--- config.mk ---
export PLATFORM = sky130hd
export DESIGN_NAME = lock_code_player_flat
export DESIGN_NICKNAME = d
export VERILOG_FILES = /design/src/rtl/lock_code_player_pkg.sv /design/src/rtl/lock_code_player_if.sv /design/src/rtl/lock_code_player_press_timer.sv /design/src/rtl/lock_code_player.sv /design/src/flat_wrapper.sv
export SDC_FILE = /design/constraint.sdc
export NUM_CORES = 1
export LEC_CHECK = 0
export ABC_CLOCK_PERIOD_IN_PS = 1800
export CORE_MARGIN = 1.5
export CORE_UTILIZATION = 47
export CTS_CLUSTER_DIAMETER = 30
export CTS_CLUSTER_SIZE = 20
export DETAILED_ROUTE_END_ITERATION = 10
export PLACE_DENSITY = 0.81
export SLEW_MARGIN = 30
export SYNTH_ARGS = -nofsm -noshare
export SYNTH_HDL_FRONTEND = slang
export SYNTH_SLANG_ARGS = --single-unit
export TNS_END_PERCENT = 20
--- constraint.sdc ---
create_clock -name clk -period 1.8 [get_ports clk]
set_input_delay 0.27 -clock clk [delete_from_list [all_inputs] [get_ports clk]]
set_output_delay 0.27 -clock clk [all_outputs]
set_load 0.02 [all_outputs]
--- src/rtl/lock_code_player_pkg.sv ---
// Shared definitions for the button-combination lock sequence player:
// button indices, FSM state type, default unlock code and one-hot decode.
package lock_pkg;

   localparam logic [1:0] BTN_A = 2'd0;
   localparam logic [1:0] BTN_B = 2'd1;
   localparam logic [1:0] BTN_C = 2'd2;
   localparam logic [1:0] BTN_D = 2'd3;

   // Step0 in [1:0]: D, B, C, A
   localparam logic [7:0] LOCK_DEFAULT_CODE = 8'h27;

   typedef enum logic [1:0] {
      ST_IDLE,
      ST_PRESS,
      ST_GAP,
      ST_FINISH
   } state_t;

   function automatic logic [3:0] btn_onehot(input logic [1:0] idx);
      logic [3:0] w_oh;
      w_oh = '0;
      unique case (idx)
         BTN_A: w_oh = 4'b0001;
         BTN_B: w_oh = 4'b0010;
         BTN_C: w_oh = 4'b0100;
         BTN_D: w_oh = 4'b1000;
         default: w_oh = '0;
      endcase
      return w_oh;
   endfunction

endpackage

--- src/rtl/lock_code_player_if.sv ---
// Button-bus handshake between a sequence driver and the code player.
// Optional abort line present only when LOCK_PLAYER_ABORT_EN is defined.
interface lock_code_player_if;

   logic       start;
   logic [7:0] code;
   logic [3:0] btn;
   logic       busy;
   logic       done;
`ifdef LOCK_PLAYER_ABORT_EN
   logic       abort;
`endif

   modport master (
`ifdef LOCK_PLAYER_ABORT_EN
      output abort,
`endif
      output start,
      output code,
      input  btn,
      input  busy,
      input  done
   );

   modport slave (
`ifdef LOCK_PLAYER_ABORT_EN
      input  abort,
`endif
      input  start,
      input  code,
      output btn,
      output busy,
      output done
   );

endinterface

--- src/rtl/lock_code_player_press_timer.sv ---
// Loadable down-counter shared by the PRESS and GAP phases; expired
// is high while the count sits at zero.
module press_timer #(
   parameter int unsigned W = 2
) (
   input  logic         clk,
   input  logic         rst,
   input  logic         load,
   input  logic [W-1:0] value,
   output logic         expired
);

   logic [W-1:0] r_cnt;

   always_ff @(posedge clk) begin
      if (rst) begin
         r_cnt <= '0;
      end else if (load) begin
         r_cnt <= value;
      end else if (r_cnt != '0) begin
         r_cnt <= r_cnt - 1'b1;
      end
   end

   assign expired = (r_cnt == '0);

endmodule

--- src/rtl/lock_code_player.sv ---
// Replays a latched 4-step unlock code as timed one-hot button presses
// separated by release gaps. Optional abort input: LOCK_PLAYER_ABORT_EN.
module lock_code_player
   import lock_pkg::*;
#(
   parameter int unsigned PULSE_CYCLES = 2,
   parameter int unsigned GAP_CYCLES   = 3
) (
   input  logic              clk,
   input  logic              rst,
   lock_code_player_if.slave bus
);

   localparam int unsigned MAXC = (PULSE_CYCLES > GAP_CYCLES) ? PULSE_CYCLES : GAP_CYCLES;
   localparam int unsigned CW   = $clog2(MAXC + 1);
   localparam logic [CW-1:0] LD_PULSE = CW'(PULSE_CYCLES - 1);
   localparam logic [CW-1:0] LD_GAP   = CW'(GAP_CYCLES - 1);

   state_t        r_state;
   state_t        w_next;
   logic [1:0]    r_step;
   logic [7:0]    r_code;
   logic          w_expired;
   logic          w_load;
   logic [CW-1:0] w_load_val;
   logic [3:0]    w_btn;
   logic          w_busy;
   logic          w_done;
   logic          w_abort;

`ifdef LOCK_PLAYER_ABORT_EN
   assign w_abort = bus.abort;
`else
   assign w_abort = 1'b0;
`endif

   always_ff @(posedge clk) begin
      if (rst) begin
         r_state <= ST_IDLE;
         r_step  <= '0;
         r_code  <= LOCK_DEFAULT_CODE;
      end else begin
         r_state <= w_next;
         if (r_state == ST_IDLE && bus.start) begin
            r_code <= bus.code;
            r_step <= '0;
         end else if (r_state == ST_GAP && w_next == ST_PRESS) begin
            r_step <= r_step + 2'd1;
         end
      end
   end

   always_comb begin
      w_next = r_state;
      w_btn  = '0;
      w_busy = 1'b1;
      w_done = 1'b0;
      unique case (r_state)
         ST_IDLE: begin
            w_busy = 1'b0;
            if (bus.start) w_next = ST_PRESS;
         end
         ST_PRESS: begin
            w_btn = btn_onehot(r_code[{r_step, 1'b0} +: 2]);
            if (w_expired) w_next = (r_step == 2'd3) ? ST_FINISH : ST_GAP;
         end
         ST_GAP: begin
            if (w_expired) w_next = ST_PRESS;
         end
         ST_FINISH: begin
            w_done = 1'b1;
            w_next = ST_IDLE;
         end
         default: w_next = ST_IDLE;
      endcase
      // Abort overrides any transition, but done in FINISH is already driven
      if (w_abort && r_state != ST_IDLE) w_next = ST_IDLE;
   end

   // Timer is reloaded on every state change so each phase starts fresh
   always_comb begin
      w_load     = (w_next != r_state);
      w_load_val = '0;
      if (w_next == ST_PRESS)    w_load_val = LD_PULSE;
      else if (w_next == ST_GAP) w_load_val = LD_GAP;
   end

   press_timer #(
      .W(CW)
   ) u_timer (
      .clk     (clk),
      .rst     (rst),
      .load    (w_load),
      .value   (w_load_val),
      .expired (w_expired)
   );

   assign bus.btn  = w_btn;
   assign bus.busy = w_busy;
   assign bus.done = w_done;

endmodule

--- src/flat_wrapper.sv ---
// flat-port wrapper written by rule: the top's interface ports become plain ports
module lock_code_player_flat import lock_pkg::*;
#(
   parameter int unsigned PULSE_CYCLES = 2,
   parameter int unsigned GAP_CYCLES   = 3
)
  (clk, rst, bus_start, bus_code, bus_btn, bus_busy, bus_done);
  lock_code_player_if bus_i ();
  input  logic clk;
  input  logic rst;
  input wire logic [$bits(bus_i.start)-1:0] bus_start;
  input wire logic [$bits(bus_i.code)-1:0] bus_code;
  output wire logic [$bits(bus_i.btn)-1:0] bus_btn;
  output wire logic [$bits(bus_i.busy)-1:0] bus_busy;
  output wire logic [$bits(bus_i.done)-1:0] bus_done;
  assign bus_i.start = bus_start;
  assign bus_i.code = bus_code;
  assign bus_btn = bus_i.btn;
  assign bus_busy = bus_i.busy;
  assign bus_done = bus_i.done;
  lock_code_player #(.PULSE_CYCLES(PULSE_CYCLES), .GAP_CYCLES(GAP_CYCLES)) u_core (.clk(clk), .rst(rst), .bus(bus_i));
endmodule
# Word-level counts from Yosys, hierarchy flattened

Cells that the tools add are included.

Magnitude comparators: 0
Equal/unequal tests: 10
$mul: 0
Reduce and logical (&&, ||, !) cells: 8
Bitwise logic cells: 0
Div/mod/pow operators: 0
Shift-type cells: 1
Add/sub/neg operators: 2
Muxes and demuxes: 13

Operators by type and width:

| kind                | count |
|---|---|
| $pmux 4 s4          | 1 |
| $mux 2              | 7 |
| $eq 2x2->1 const B  | 6 |
| $pmux 2 s4          | 1 |
| $shiftx 8x4->2      | 1 |
| $eq 2x1->1 const B  | 3 |
| $logic_not 2->1     | 3 |
| $mux 4              | 1 |
| $reduce_bool 2->1   | 2 |
| $mux 1              | 3 |
| $add 2x1->2 const B | 1 |
| $logic_and 1x1->1   | 2 |
| $ne 2x2->1          | 1 |
| $reduce_or 2->1     | 1 |
| $sub 2x1->2 const B | 1 |

Output and inout port bits: 6
Bits of input ports: 11
Latch bits: 0
Logic and storage cells: 38
ROM bits: 0
Register bits after elaboration: 14
Memories: 0
Memory bits (writable): 0

# Longest topological paths before layout

Gate-level depths: netlist of run 1.

Depth in word-level cells: 8
Mapped depth: 6
Gate-level depth less buffers: 5

# Hierarchy

A second synthesis of run 1 with hierarchy kept.

Cells, all modules: 74
Area, all modules: 759.5 µm²

Modules (own cells, without submodules):

| module           | sequential area each (µm²) | times used | cells each | area an instance (µm²) |
|---|---|---|---|---|
| lock_code_player | 240.2                      | 1          | 62         | 638.1 |
| press_timer      | 40.0                       | 1          | 12         | 121.4 |

# Worst setup path after synthesis of run 1

OpenSTA, ideal clock, no wires.

Path kind: flip-flop to output port
Start: register u_core.r_step[0]
End: output bus_btn[0]
Arrival time: 1.314 ns
Path buffers: 0
Cell stages (with the launch flop): 3
Data required time: 1.530 ns
Setup slack: 0.216 ns
Cells stage by stage: dfxtp_1 > mux4_2 > nor3_2

Longest elaborated chain between the ends: 4
Elaborated cells on any way between the ends: 7
Those cells by class: 3 x eq/ne; 1 x shift; 2 x mux; 1 x reduce/logical

RTL lines:

| item                                     | line                       | text |
|---|---|---|
| start, declared                          | lock_code_player.sv:21     | `logic [1:0] r_step;` |
| start signal, assigned                   | lock_code_player.sv:48     | `r_step <= r_step + 2'd1;` |
| $shiftx 8x4->2 (*)                       | lock_code_player.sv:64     | `w_btn = btn_onehot(r_code[{r_step, 1'b0} +: 2]);` |
| $eq 2x2->1, or another cell as far along | lock_code_player_pkg.sv:23 | `unique case (idx)` |
| $pmux 4 s4 (*)                           | lock_code_player_pkg.sv:23 |  |
| $mux 4 (*)                               | lock_code_player.sv:58     | `unique case (r_state)` |
| end, declared                            | flat_wrapper.sv:13         | `output wire logic [$bits(bus_i.btn)-1:0] bus_btn;` |

Mark *: on every way between the ends. The rest lies on a longest branch, timed or not.

# Final worst setup path of run 1

Same ends and word-level chain as after synthesis.

==> results of run 1 <==
-- Yosys cell counts, drive strengths merged --
cell,instances
xor2,1
nand3b,1
a211o,5
dfxtp,14
clkbuf,1
nor2,8
a21oi,3
a2111oi,1
o21ai,2
nand3,3
or3,1
mux4,2
and2,1
nor2b,4
nand2b,3
nor3,4
a21o,1
ha,2
nor3b,1
nor4b,1
buf,3
inv,5
or2,1
nand2,3
mux2i,5
-- cell type report --
class / instances / area, µm²
Clock buffer: 4 / 36.3
Fill cell: 132 / 508
Inverter: 5 / 18.8
Multi-Input combinational cell: 53 / 409
Sequential cell: 14 / 287
Tap cell: 16 / 20.0
Timing Repair Buffer: 20 / 193
-- where the power goes --
part	total, W	internal (W)	switching, W
Combinational	0.000368	0.000186	0.000182
Clock	0.000231	0.000123	0.000108
Sequential	0.000402	0.000359	0.0000430
-- layer usage --
layer  GRT usage  part of all wire
met2       0.305              0.49
met4      0.0938             0.020
met1       0.210              0.44
met5           0                 0
met3      0.0388             0.047
-- flip-flops by register name, indices dropped and copies added (netlist names) --
signal                cells
u_core.r_step             2
u_core.r_code             8
u_core.u_timer.r_cnt      2
u_core.r_state            2
-- final timing paths --
check | slack [ns] | start | depth (start not counted) | to
min | 0.50 | u_core.r_code[3] | 2 | u_core.r_code[3]
min reg2reg | 0.50 | u_core.r_code[3] | 2 | u_core.r_code[3]
max | -0.005 | u_core.r_step[0] | 3 | bus_btn[0]
max reg2reg | 0.49 | u_core.u_timer.r_cnt[0] | 5 | u_core.r_state[0]
-- kinds of logic after synthesis --
family,Yosys count
AO/OA/AOI/OAI,12
XOR/XNOR,1
adder cells (fa/ha/maj),2
buffers and inverters,9
flip-flops,14
multiplexers,7
AND/OR/NAND/NOR,31
-- per-stage QoR --
step | util | power (W) | area, µm²
finish | 0.655 | 0.00100 | 963
detailed placement | 0.629 | 0.000784 | 926
CTS | 0.648 | 0.00101 | 953
global route | 0.655 | 0.00108 | 963
floorplan | - | 0.000667 | 728
global placement | 0.629 | 0.000771 | 926
-- critical path, stage by stage (launching register included) --
cell and delay, ns:
dfxtp_4 0.37, mux4_2 0.53, nor3_2 0.19, buf_4 0.16
-- timing repair --
item                                    in CTS  in global routing
gates resized for setup                     21                  4
endpoints found under the hold margin        0                  0
pin swaps                                    0                  1
endpoints found under the setup margin       6                  6
==> run_results.csv, run 1 <==
group,metric,value,unit
pwr,p_per_area,1040,nW/µm²
clock_network,post_cts_buffers,0,
grt,grtUsageTotal,0.180,
timing,setup_viol,1,
worst_setup_path,end_kind,"primary output",
synth,synth.area.top_cells,"dfxtp_1 38%, mux2i_1 6.9%, mux4_2 6.2%",
clock_network,clock_path_buffers,2,
floorplan,coreArea,1470,µm²
worst_setup_path,critPathMaxFanout,3,
placement,dp_cells,108,
timing,setup_ws,-0.00539,ns
clock_network,clk_latency,0.29,ns
grt,grt_pass1_wl,2.38,mm
clock_network,cts_max_level,1,
synth,synth_compound_area_frac,0.119,
timing,maxSlewViolCount,0,
synth,ys_types,28,
run_status,status,"finished, violations left",
floorplan,start_util,0.495,
drt,ant_nets,0,
timing,setup_tns,-0.00539,ns
synth,synth_simple_gate_area_frac,0.259,
pwr,ir_drop,568,µV
synth,ys_ff_latch,14,
final_layout,drive_gt1_frac,0.240,
synth,syn_area_per_cell,9.58,µm²
clock_network,cts-root-buf,"clkbuf_4",
synth,ys_seq_area_frac,0.385,
timing,min_period,1.81,ns
worst_setup_path,cp.arrival,1.54,ns
floorplan,die-area,1790,µm²
drt,routed_wl,1.41,mm
synth,synthCells,76,
timing,skew,0.00615,ns
worst_setup_path,worstPathRequired,1.53,ns
grt,grt_max_degree,15,
worst_setup_path,crit_path_start_kind,"flop",
timing,slew_headroom,0.635,
drt,routed-via-count,609,
final_layout,syn_to_final_growth,32.3,%
synth,synth_top_area_share,0.385,
floorplan,die_x,42.4,µm
pwr,p_leak,0.435,nW
timing,clock.fmax,0.554,GHz
synth,syn_nets,89,
timing,period_share,1.00,
final_layout,layout_common_cells,"11 x dfxtp_1, 10 x clkdlybuf4s50_1, 8 x nor2_1",
synth,synth_area,728,µm²
placement,gp_congestion,0.778,
synth,synth.yosys.warnings,0,
placement,dp_hpwl,1.04,mm
final_layout,diodes,0,
synth,synth_area_leader_cell,"dfxtp_1",
drt,drc,0,
clock_network,cts.sinks,14,
final_layout,layout.cells.non_filler,112,
timing,hold_violations,0,
final_layout,mostFrequentLayoutCell,"dfxtp_1",
timing,hold-worst-slack,0.500,ns
floorplan,die_y,42.4,µm
clock_network,hold_buffers,0,
final_layout,nets,110,
run,maxCapViolations,0,
placement,portBuffers,16,
placement,pre_cts_ws,-0.202,ns
timing,rsz0062_at_grt,"yes",
synth,synth_top_family_by_area,"simple AND/OR/NAND/NOR gates",
run_status,violations,"negative setup slack",
floorplan,io_pins,17,
clock_network,numCtsBuffers,3,
synth,yosys.area_share.xor_xnor,0.0120,
synth,synth_mux_area_frac,0.131,
grt,antenna_found_initial,0,
clock_network,cts_tree,"yes",
drt,vias_per_cell,5.44,
synth,synth_adder_area_share,0.0344,
worst_setup_path,worst-setup-path-type,"reg -> out",
drt,wl_per_cell,12.6,µm
grt,overflow,0,
clock_network,clkTransAtPathRegs,0.09,ns
drt,drt_iter0_drc,7,
floorplan,core.rowCount,14,
drt,first_pass_iters,4,
grt,grt_pass1_vias,559,
timing,tightest_slew,0.546,ns
worst_hold_path,hp-class,"reg -> reg",
Note: power is estimated with default switching activity, not from simulation.
==> run 2, diff against run 1 <==
HOLD_SLACK_MARGIN = 0.06   (was default)
==> results of run 2 <==
Final layout, timing and power as in run 1 (identical DEF).
==> run 3, diff against run 2 <==
==> constraint.sdc (replaced) <==
create_clock -name clk -period 1.8 [get_ports clk]
set_input_delay 0.27 -clock clk [delete_from_list [all_inputs] [get_ports clk]]
set_output_delay 0.27 -clock clk [all_outputs]
set_load 0.1 [all_outputs]
==> run_results.csv, run 3 (same netlist as run 1, synthesis figures left out) <==
group,metric,value,unit
run_status,status,"finished, violations left",
run_status,violations,"negative setup slack",
worst_setup_path,reg2reg_slack,0.48,ns
pwr,ir_drop,666,µV
drt,ant_nets,0,
worst_setup_path,worst-setup-path-type,"reg -> out",
placement,dp_hpwl,1.06,mm
timing,maxSlewViolCount,0,
final_layout,mostFrequentLayoutCell,"dfxtp_1",
pwr,p_per_area,1100,nW/µm²
timing,tightest_slew,0.529,ns
placement,portBuffers,16,
clock_network,cts-root-buf,"clkbuf_4",
pwr,power_switching,0.000453,W
floorplan,die_x,42.4,µm
timing,slew_headroom,0.647,
worst_setup_path,end_kind,"primary output",
pwr,switching_share,0.403,
timing,min_period,1.91,ns
timing,clock.fmax,0.523,GHz
worst_setup_path,critPathMaxFanout,3,
grt,grtUsageTotal,0.174,
final_layout,layout_common_cells,"13 x dfxtp_1, 10 x clkdlybuf4s50_1, 7 x buf_12",
pwr,p_int,0.000672,W
floorplan,die_y,42.4,µm
final_layout,diodes,0,
floorplan,coreArea,1470,µm²
final_layout,drive_gt1_frac,0.234,
pwr,p_leak,0.420,nW
final_layout,syn_to_final_growth,40.4,%
clock_network,clkTransAtPathRegs,0.08,ns
drt,wl_per_cell,12.2,µm
clock_network,cts.sinks,14,
clock_network,cts_max_level,1,
clock_network,clock_path_buffers,2,
worst_setup_path,worstPathRequired,1.53,ns
worst_hold_path,hp-class,"reg -> reg",
timing,period_share,1.06,
placement,gp_congestion,0.749,
floorplan,core.rowCount,14,
drt,routed_wl,1.34,mm
run,maxCapViolations,0,
grt,grt_pass1_wl,2.42,mm
drt,top_layer_used,"met4",
grt,grt_max_degree,15,
timing,rsz0062_at_grt,"yes",
drt,first_pass_iters,4,
drt,drt_iter0_drc,7,
clock_network,clk_latency,0.27,ns
drt,drt-met1-wl,595,µm
timing,setup_ws,-0.111,ns
timing,setup_viol,4,
drt,dr_wl_met2,673,µm
pwr,power.total,0.00112,W
timing,hold-worst-slack,0.524,ns
grt,antenna_found_initial,0,
drt,vias_per_cell,5.33,
clock_network,numCtsBuffers,3,
worst_setup_path,crit_path_start_kind,"flop",
pwr,power_frac_clock,0.152,
timing,hold_violations,0,
final_layout,largest_register_ffs,8,
grt,overflow,0,
drt,drc,0,
pwr,seq_power_share,0.349,
grt,grt_pass1_vias,568,
final_layout,nets,109,
floorplan,io_pins,17,
worst_setup_path,cp.arrival,1.64,ns
drt,wl_met3,54,µm
floorplan,start_util,0.495,
timing,skew,0.000785,ns
drt,routed-via-count,586,
pwr,p_comb_frac,0.499,
final_layout,regMostFlops,"u_core.r_code",
clock_network,cts_tree,"yes",
floorplan,die-area,1790,µm²
-- run 3: changes by cell type in the layout (fill, tap and decap cells not counted) --
cell / previous run / this run
buf_12: 1 / 7
buf_2: 2 / 0
buf_4: 5 / 2
clkbuf_8: 1 / 0
dfxtp_1: 11 / 13
dfxtp_2: 2 / 0
dlymetal6s2s_1: 2 / 0
nand3_1: 2 / 3
nand3_2: 1 / 0
nor2_1: 8 / 6
nor2_2: 0 / 2
nor3_2: 3 / 1
nor3_4: 0 / 2
-- run 3: critical path: stages, from the launching register on --
cell	delay, ns
dfxtp_4	0.37
mux4_2	0.56
nor3_4	0.24
buf_12	0.20
-- run 3: final cells by class --
cell class | instances | area (µm²)
tap | 16 | 20.0
timing repair buffer | 19 | 255
inverter | 5 | 18.8
sequential | 14 | 284
clock buffer | 3 | 22.5
fill | 125 | 449
multi-input combinational | 53 | 422
-- run 3: metal layers --
| metal | global-route usage | up-vias |
|---|---|---|
| met4 | 0.0750 | 0 |
| met5 | 0 | - |
| li1 | - | 303 |
| met3 | 0.0259 | 2 |
| met2 | 0.295 | 20 |
| met1 | 0.219 | 261 |
-- run 3: final timing paths --
check                     endpoint              start  depth (start not counted)
setup reg to reg  u_core.r_code[1]  u_core.r_state[0]                          5
hold / removal    u_core.r_code[7]   u_core.r_code[7]                          2
hold reg to reg   u_core.r_code[7]   u_core.r_code[7]                          2
setup / recovery        bus_btn[0]   u_core.r_step[0]                          3
-- run 3: through the flow --
stage / utilization / instance area, µm² / TNS (ns) / cells / setup WS, ns
2_1_floorplan: - / 746 / -0.947 / 76 / -0.280
3_3_place_gp: 0.672 / 988 / 0 / 106 / 0.116
3_5_place_dp: 0.672 / 988 / 0 / 106 / 0.0675
4_1_cts: 0.695 / 1020 / -0.431 / 110 / -0.154
5_1_grt: 0.695 / 1020 / -0.652 / 110 / -0.189
6_report: 0.695 / 1020 / -0.362 / 110 / -0.111
-- run 3: power by group through the flow --
stage	Combinational [W]	Sequential (W)	Clock, W
global route	0.000606	0.000399	0.000187
CTS	0.000566	0.000391	0.000176
detailed placement	0.000563	0.000399	0
global placement	0.000543	0.000398	0
finish	0.000561	0.000392	0.000171
floorplan	0.000402	0.000392	0
-- run 3: repair_timing --
item | 4_1_cts | 5_1_grt
setup endpoints to repair | 4 | 4
buffers inserted | 1 | 0
gates cloned | 0 | 0
pin swaps | 1 | 1
gates resized for setup | 2 | 0
hold buffers | 0 | 0
==> patch 1, RTL diff (settings of run 3) <==
The 4 states of `state_t` get a one-hot encoding in 4 bits.
--- a/src/rtl/lock_code_player_pkg.sv
+++ b/src/rtl/lock_code_player_pkg.sv
@@ -10,11 +10,11 @@
    // Step0 in [1:0]: D, B, C, A
    localparam logic [7:0] LOCK_DEFAULT_CODE = 8'h27;
 
-   typedef enum logic [1:0] {
-      ST_IDLE,
-      ST_PRESS,
-      ST_GAP,
-      ST_FINISH
+   typedef enum logic [3:0] {
+      ST_IDLE   = 4'b0001,
+      ST_PRESS  = 4'b0010,
+      ST_GAP    = 4'b0100,
+      ST_FINISH = 4'b1000
    } state_t;
 
    function automatic logic [3:0] btn_onehot(input logic [1:0] idx);
Check against the original RTL: no difference found for any inputs over 10 cycles, from zero or initial values and one cycle with rst high; not proved beyond that.
==> patch 1 against run 3 <==
  * The run still ends with negative setup slack left
  * Final area up 29%
  * First-iteration DRC count rose to 5.1 times the old value
  * Combinational power is 57% lower
  * Routed wire length is 60% higher
  * Area after synthesis increased by 26%
  * Clock skew barely moved
  * Non-clock buffer count increased by 9
  * Register-to-register slack lost 440 ps
  * Total power decreased by 22%
  * Synthesized cell count is 46% higher
  * Sequential cell count is 2 higher
  * Die area is 24% higher
  * Setup slack worse by 42 ps
  * Critical path type unchanged
  * Largest power group is now sequential cells
==> patch 1: results (changes against run 3) <==
Run status
  – Status: complete, but fails checks
  – Failing checks: negative setup slack

CTS
  – Root Driver: clkbuf_4
  – H-tree depth: 1 (unchanged)
  – Buffer depth of the longest clock path: 2 (unchanged)
  – CTS buffer count: 3 (unchanged)
  – Setup Buffers After CTS: 1 (unchanged)
  – CTS clk-pin slew, worst paths: 100 ps (+20 ps)
  – Post-cts resize count: 4 (+2)
  – Worst-Skew Late Latency: 290 ps (+20 ps)

Worst hold path
  – Min-delay worst type: reg -> reg

STA
  – Post-route setup slack: -153 ps (-41.7 ps)
  – Setup TNS: -559 ps (-197 ps)
  – Clock skew: 0.605 ps (-0.180 ps)
  – Setup violations, final: 4 (unchanged)
  – Max_slew headroom: 0.741 (+0.0940)

Global route
  – Pin count of the biggest net entering global routing: 11 (-4)
  – Vias in the first global route: 833 (+47%)
  – Global-route wire length before repair: 3520 um (+46%)
  – Initial antenna violation count: 0 (unchanged)
  – Tot GR Track Use: 0.230 (+0.0559)

Yosys
  – Yosys warns: 0 (unchanged)
  – Sequential area share after synthesis: 0.350 (-0.0352)
  – Average cell area after synthesis: 8.25 um^2 (-14%)
  – Synth cell count leaders: nand2_1, dfxtp_1, a21oi_1, nor2_1, nor3_1
  – Post-synth net total: 125 (+40%)
  – Library cells used by synthesis: 36 (+29%)
  – Largest cells by area after synthesis: dfxtp_1, nand2_1, nand3b_1
  – Ys async rst share: 0 (unchanged)
  – Most common flop cell mapped by yosys: dfxtp_1

Layout
  – Inserted Diodes: 0 (unchanged)
  – Filler instances: 127 (+1.6%)
  – Top flop regs: u_core.r_code x8, u_core.r_state x4
  – Layout cell share with drive strength beyond 1: 0.304 (+0.0697)

Placed design
  – Placed insts: 154 (+45%)
  – Pre-CTS setup slack: -11.5 ps (-79.1 ps)
  – Routability cong.: 0.812 (+8.3%)
  – I/O Buffers: 16 (unchanged)
  – Placed instance area: 1250 um^2 (+27%)
  – Detailed Place HPWL: 1610 um (+53%)

Route
  – Iteration-0 DRC Markers: 36 (+29)
  – Vias: 880 (+50%)
  – Average via count per standard cell: 5.50 (+3.2%)
  – DRT Pass-1 Iters: 4 (unchanged)
  – Avg WL per Cell: 13.4 um (+10%)

Critical path
  – Max FO, Critical Path: 3 (unchanged)

Pwr
  – Combinational share of power: 0.274 (-0.225)
  – Clk pwr share: 0.278 (+0.126)
  – Seq power: 0.395 mW
  – Leakage: 0.540 nW (+29%)
  – P_sw: 0.271 mW (-40%)
  – Worst vdd ir: 0.000498 V (-25%)
==> patch 1: changes by cell type after synthesis, sizes merged, moves of 2 or more <==
cell / delta
nand3b: +6
nand2b: -2
dfxtp: +2
nand2: +15
mux2i: -3
clkbuf: +4
nand3: -2
or3b: +3
nor3: +5
nor2b: -2
a21oi: +5
a211o: -5
==> patch 1: layer usage <==
metal,global-route usage,wire [um]
met5,0,0
met4,0.111,39
met3,0.0615,134
met2,0.367,1030
met1,0.289,947
==> patch 1: cells by family (layout without fill, tap and decap cells) <==
| logic type | Yosys count | count (layout) | share of synthesized area |
|---|---|---|---|
| buffers and inverters | 12 | 36 | 0.0519 |
| XOR/XNOR | 2 | 2 | 0.0191 |
| AO/OA/AOI/OAI | 18 | 18 | 0.122 |
| AND/OR/NAND/NOR | 55 | 55 | 0.333 |
| flip-flops | 16 | 16 | 0.350 |
| multiplexers | 5 | 5 | 0.0833 |
| adder cells (fa/ha/maj) | 3 | 3 | 0.0410 |
==> patch 1: cell type report <==
class                   count  area, um^2  share of cell area
inverters                   4        15.0              0.0114
clock buffers               4        36.3              0.0275
flip-flops and latches     16         327               0.247
well taps                  25        31.3              0.0237
multi-input cells          83         602               0.455
repair buffers             28         310               0.235
==> patch 1: path summary, 6_finish.rpt <==
path	from	endpoint	slack (ps)	depth (start not counted)
setup / recovery	u_core.r_step[0]	bus_btn[0]	-150	3
hold / removal	u_core.r_code[4]	u_core.r_code[4]	460	2
setup reg to reg	u_core.u_timer.r_cnt[0]	u_core.u_timer.r_cnt[1]	40	6
hold reg to reg	u_core.r_code[4]	u_core.r_code[4]	460	2
==> patch 1: critical path, cell delays in order, from the launching register on <==
cell	delay, ps
dfxtp_4	380
mux4_2	570
nor3_4	250
buf_12	200
==> patch 2, RTL diff (config.mk and constraints of run 3) <==
Without the edit above. `PULSE_CYCLES` is set to 2 in 2 places; all go to 4.
--- a/src/rtl/lock_code_player.sv
+++ b/src/rtl/lock_code_player.sv
@@ -3,7 +3,7 @@
 module lock_code_player
    import lock_pkg::*;
 #(
-   parameter int unsigned PULSE_CYCLES = 2,
+   parameter int unsigned PULSE_CYCLES = 4,
    parameter int unsigned GAP_CYCLES   = 3
 ) (
    input  logic              clk,
--- a/src/flat_wrapper.sv
+++ b/src/flat_wrapper.sv
@@ -1,7 +1,7 @@
 // flat-port wrapper written by rule: the top's interface ports become plain ports
 module lock_code_player_flat import lock_pkg::*;
 #(
-   parameter int unsigned PULSE_CYCLES = 2,
+   parameter int unsigned PULSE_CYCLES = 4,
    parameter int unsigned GAP_CYCLES   = 3
 )
   (clk, rst, bus_start, bus_code, bus_btn, bus_busy, bus_done);
Behaviour: not the same (a bounded check fails within 4 cycles, from zero or initial values and one cycle with rst high).
==> patch 2 against run 3 <==
  * The run still ends with negative setup slack left
  * Total power up 38%
  * Final area up 13%
  * Count of clock-buffer cells in the layout unchanged
  * Routed wire length up 24%
  * First-iteration DRC count rose to 3.0 times the old value
  * Sequential cell count up 1
  * Global-route usage up 2.7 points
  * Combinational power up 63%
  * Die area up 12%
  * Clock skew up 6.9 ps
  * Area after synthesis up 13%
  * Register-to-register slack worse by 540 ps
  * Setup slack worse by 130 ps
  * Highest routed layer unchanged
==> patch 2: results (changes against run 3) <==
Yosys
  – Post-synth net total: 94 (+5.6%)
  – Yosys warns: 0 (unchanged)
  – Synth cell count leaders: dfxtp_1, mux2i_1, nand2_1, nor2_1, ha_1
  – Ys async rst share: 0 (unchanged)
  – Largest cells by area after synthesis: dfxtp_1, mux2i_1, ha_1
  – Library cells used by synthesis: 32 (+14%)
  – Sequential area share after synthesis: 0.365 (-0.0201)

CTS
  – Worst-Skew Late Latency: 300 ps (+30 ps)
  – Root Driver: clkbuf_4
  – CTS buffer count: 3 (unchanged)
  – Buffer depth of the longest clock path: 2 (unchanged)
  – CTS clk-pin slew, worst paths: 100 ps (+20 ps)
  – H-tree depth: 1 (unchanged)

STA
  – Slew @ Worst Pin: 260 ps (-268 ps)
  – Post-route setup slack: -244 ps (-133 ps)
  – Clock skew: 7.64 ps (+6.86 ps)
  – Setup violations, final: 7 (+3)

Layout
  – Nets: 119 (+9.2%)
  – Layout cell share with drive strength beyond 1: 0.291 (+0.0572)
  – Top flop regs: u_core.r_code x8, u_core.u_timer.r_cnt x3
  – Inserted Diodes: 0 (unchanged)

Pwr
  – Leakage: 0.474 nW (+13%)
  – Worst vdd ir: 0.000691 V (+3.7%)
  – Internal: 0.911 mW (+36%)

Route
  – Iteration-0 DRC Markers: 21 (+14)
  – Final wirelength: 1670 um (+24%)
  – Average via count per standard cell: 5.51 (+3.5%)
  – DRT Pass-1 Iters: 4 (unchanged)

Global route
  – Tot GR Track Use: 0.201 (+0.0265)
  – Pin count of the biggest net entering global routing: 14 (-1)
  – Initial antenna violation count: 0 (unchanged)
  – Global-route wire length before repair: 2840 um (+17%)
  – Vias in the first global route: 615 (+8.3%)

Critical path
  – CP startpoint: u_core.r_step[0]
  – CP max stage cell: mux4_2
  – CP arrival: 1770 ps (+130 ps)
  – R2r worst-path depth: 9 (+4)
  – Largest delay share family, worst path: multiplexers
  – Slowest Stage Delay on Critical Path: 550 ps
  – Max FO, Critical Path: 4 (+1)

Placed design
  – Pre-CTS setup slack: -109 ps (-176 ps)
  – Routability cong.: 0.763 (+1.8%)
  – Detailed Place HPWL: 1310 um (+24%)
  – Placed instance area: 1110 um^2 (+12%)
  – I/O Buffers: 16 (unchanged)

Run status
  – Failing checks: negative setup slack
  – Status: complete, but fails checks

Worst hold path
  – HP Start: u_core.r_code[5]
  – Worst hold path stage count: 2 (unchanged)
  – Min-delay worst type: reg -> reg
-- patch 2: final timing paths --
path | end | slack (ps)
setup / recovery | bus_btn[0] | -240
setup reg to reg | u_core.r_step[1] | -60
hold reg to reg | u_core.r_code[5] | 480
hold / removal | u_core.r_code[5] | 480
-- patch 2: timing repair --
action / CTS / global route
setup endpoints to repair: 5 / 7
setup buffers: 1 / 0
gates resized for setup: 1 / 1
pin swaps: 3 / 2
gates cloned: 0 / 0
-- patch 2: per-layer routing --
metal,track usage,wire (um)
met4,0.100,25
met5,0,0
met3,0.0560,72
met1,0.270,795
met2,0.296,773
-- patch 2: per-stage QoR --
step / setup TNS [ps] / std cells
6_report: -918 / 119
5_1_grt: -1370 / 119
4_1_cts: -942 / 119
3_5_place_dp: -292 / 114
3_3_place_gp: -182 / 114
2_1_floorplan: -1120 / 79
-- patch 2: layout make-up --
| type | instances | area, um^2 |
|---|---|---|
| Fill cell | 111 | 424 |
| Multi-Input combinational cell | 57 | 508 |
| Clock inverter | 1 | 5.00 |
| Inverter | 3 | 11.3 |
| Tap cell | 16 | 20.0 |
| Sequential cell | 15 | 305 |
| Timing Repair Buffer | 24 | 280 |
| Clock buffer | 3 | 22.5 |
-- patch 2: cells by family after synthesis --
logic type / count (synthesis) / share of synthesized area
multiplexers: 12 / 0.182
buffers and inverters: 7 / 0.0350
flip-flops: 15 / 0.365
adder cells (fa/ha/maj): 4 / 0.0608
XOR/XNOR: 4 / 0.0426
AO/OA/AOI/OAI: 6 / 0.0517
AND/OR/NAND/NOR: 31 / 0.263
-- patch 2: worst register-to-register path, delay by kind of cell (launching register included) --
| family | cells | cell delay [ps] |
|---|---|---|
| multiplexers | 1 | 210 |
| AND/OR/NAND/NOR | 4 | 550 |
| buffers and inverters | 1 | 140 |
| AO/OA/AOI/OAI | 1 | 90 |
| adder cells (fa/ha/maj) | 2 | 400 |
| flip-flops | 1 | 370 |
-- patch 2: power by group through the flow --
| stage | registers, mW | clock network [mW] | logic, mW |
|---|---|---|---|
| final | 0.432 | 0.203 | 0.915 |
| after global routing | 0.439 | 0.223 | 0.986 |
| after CTS | 0.430 | 0.208 | 0.915 |
| after detailed placement | 0.438 | 0 | 0.906 |
| after global placement | 0.434 | 0 | 0.876 |
| after floorplan | 0.432 | 0 | 0.636 |
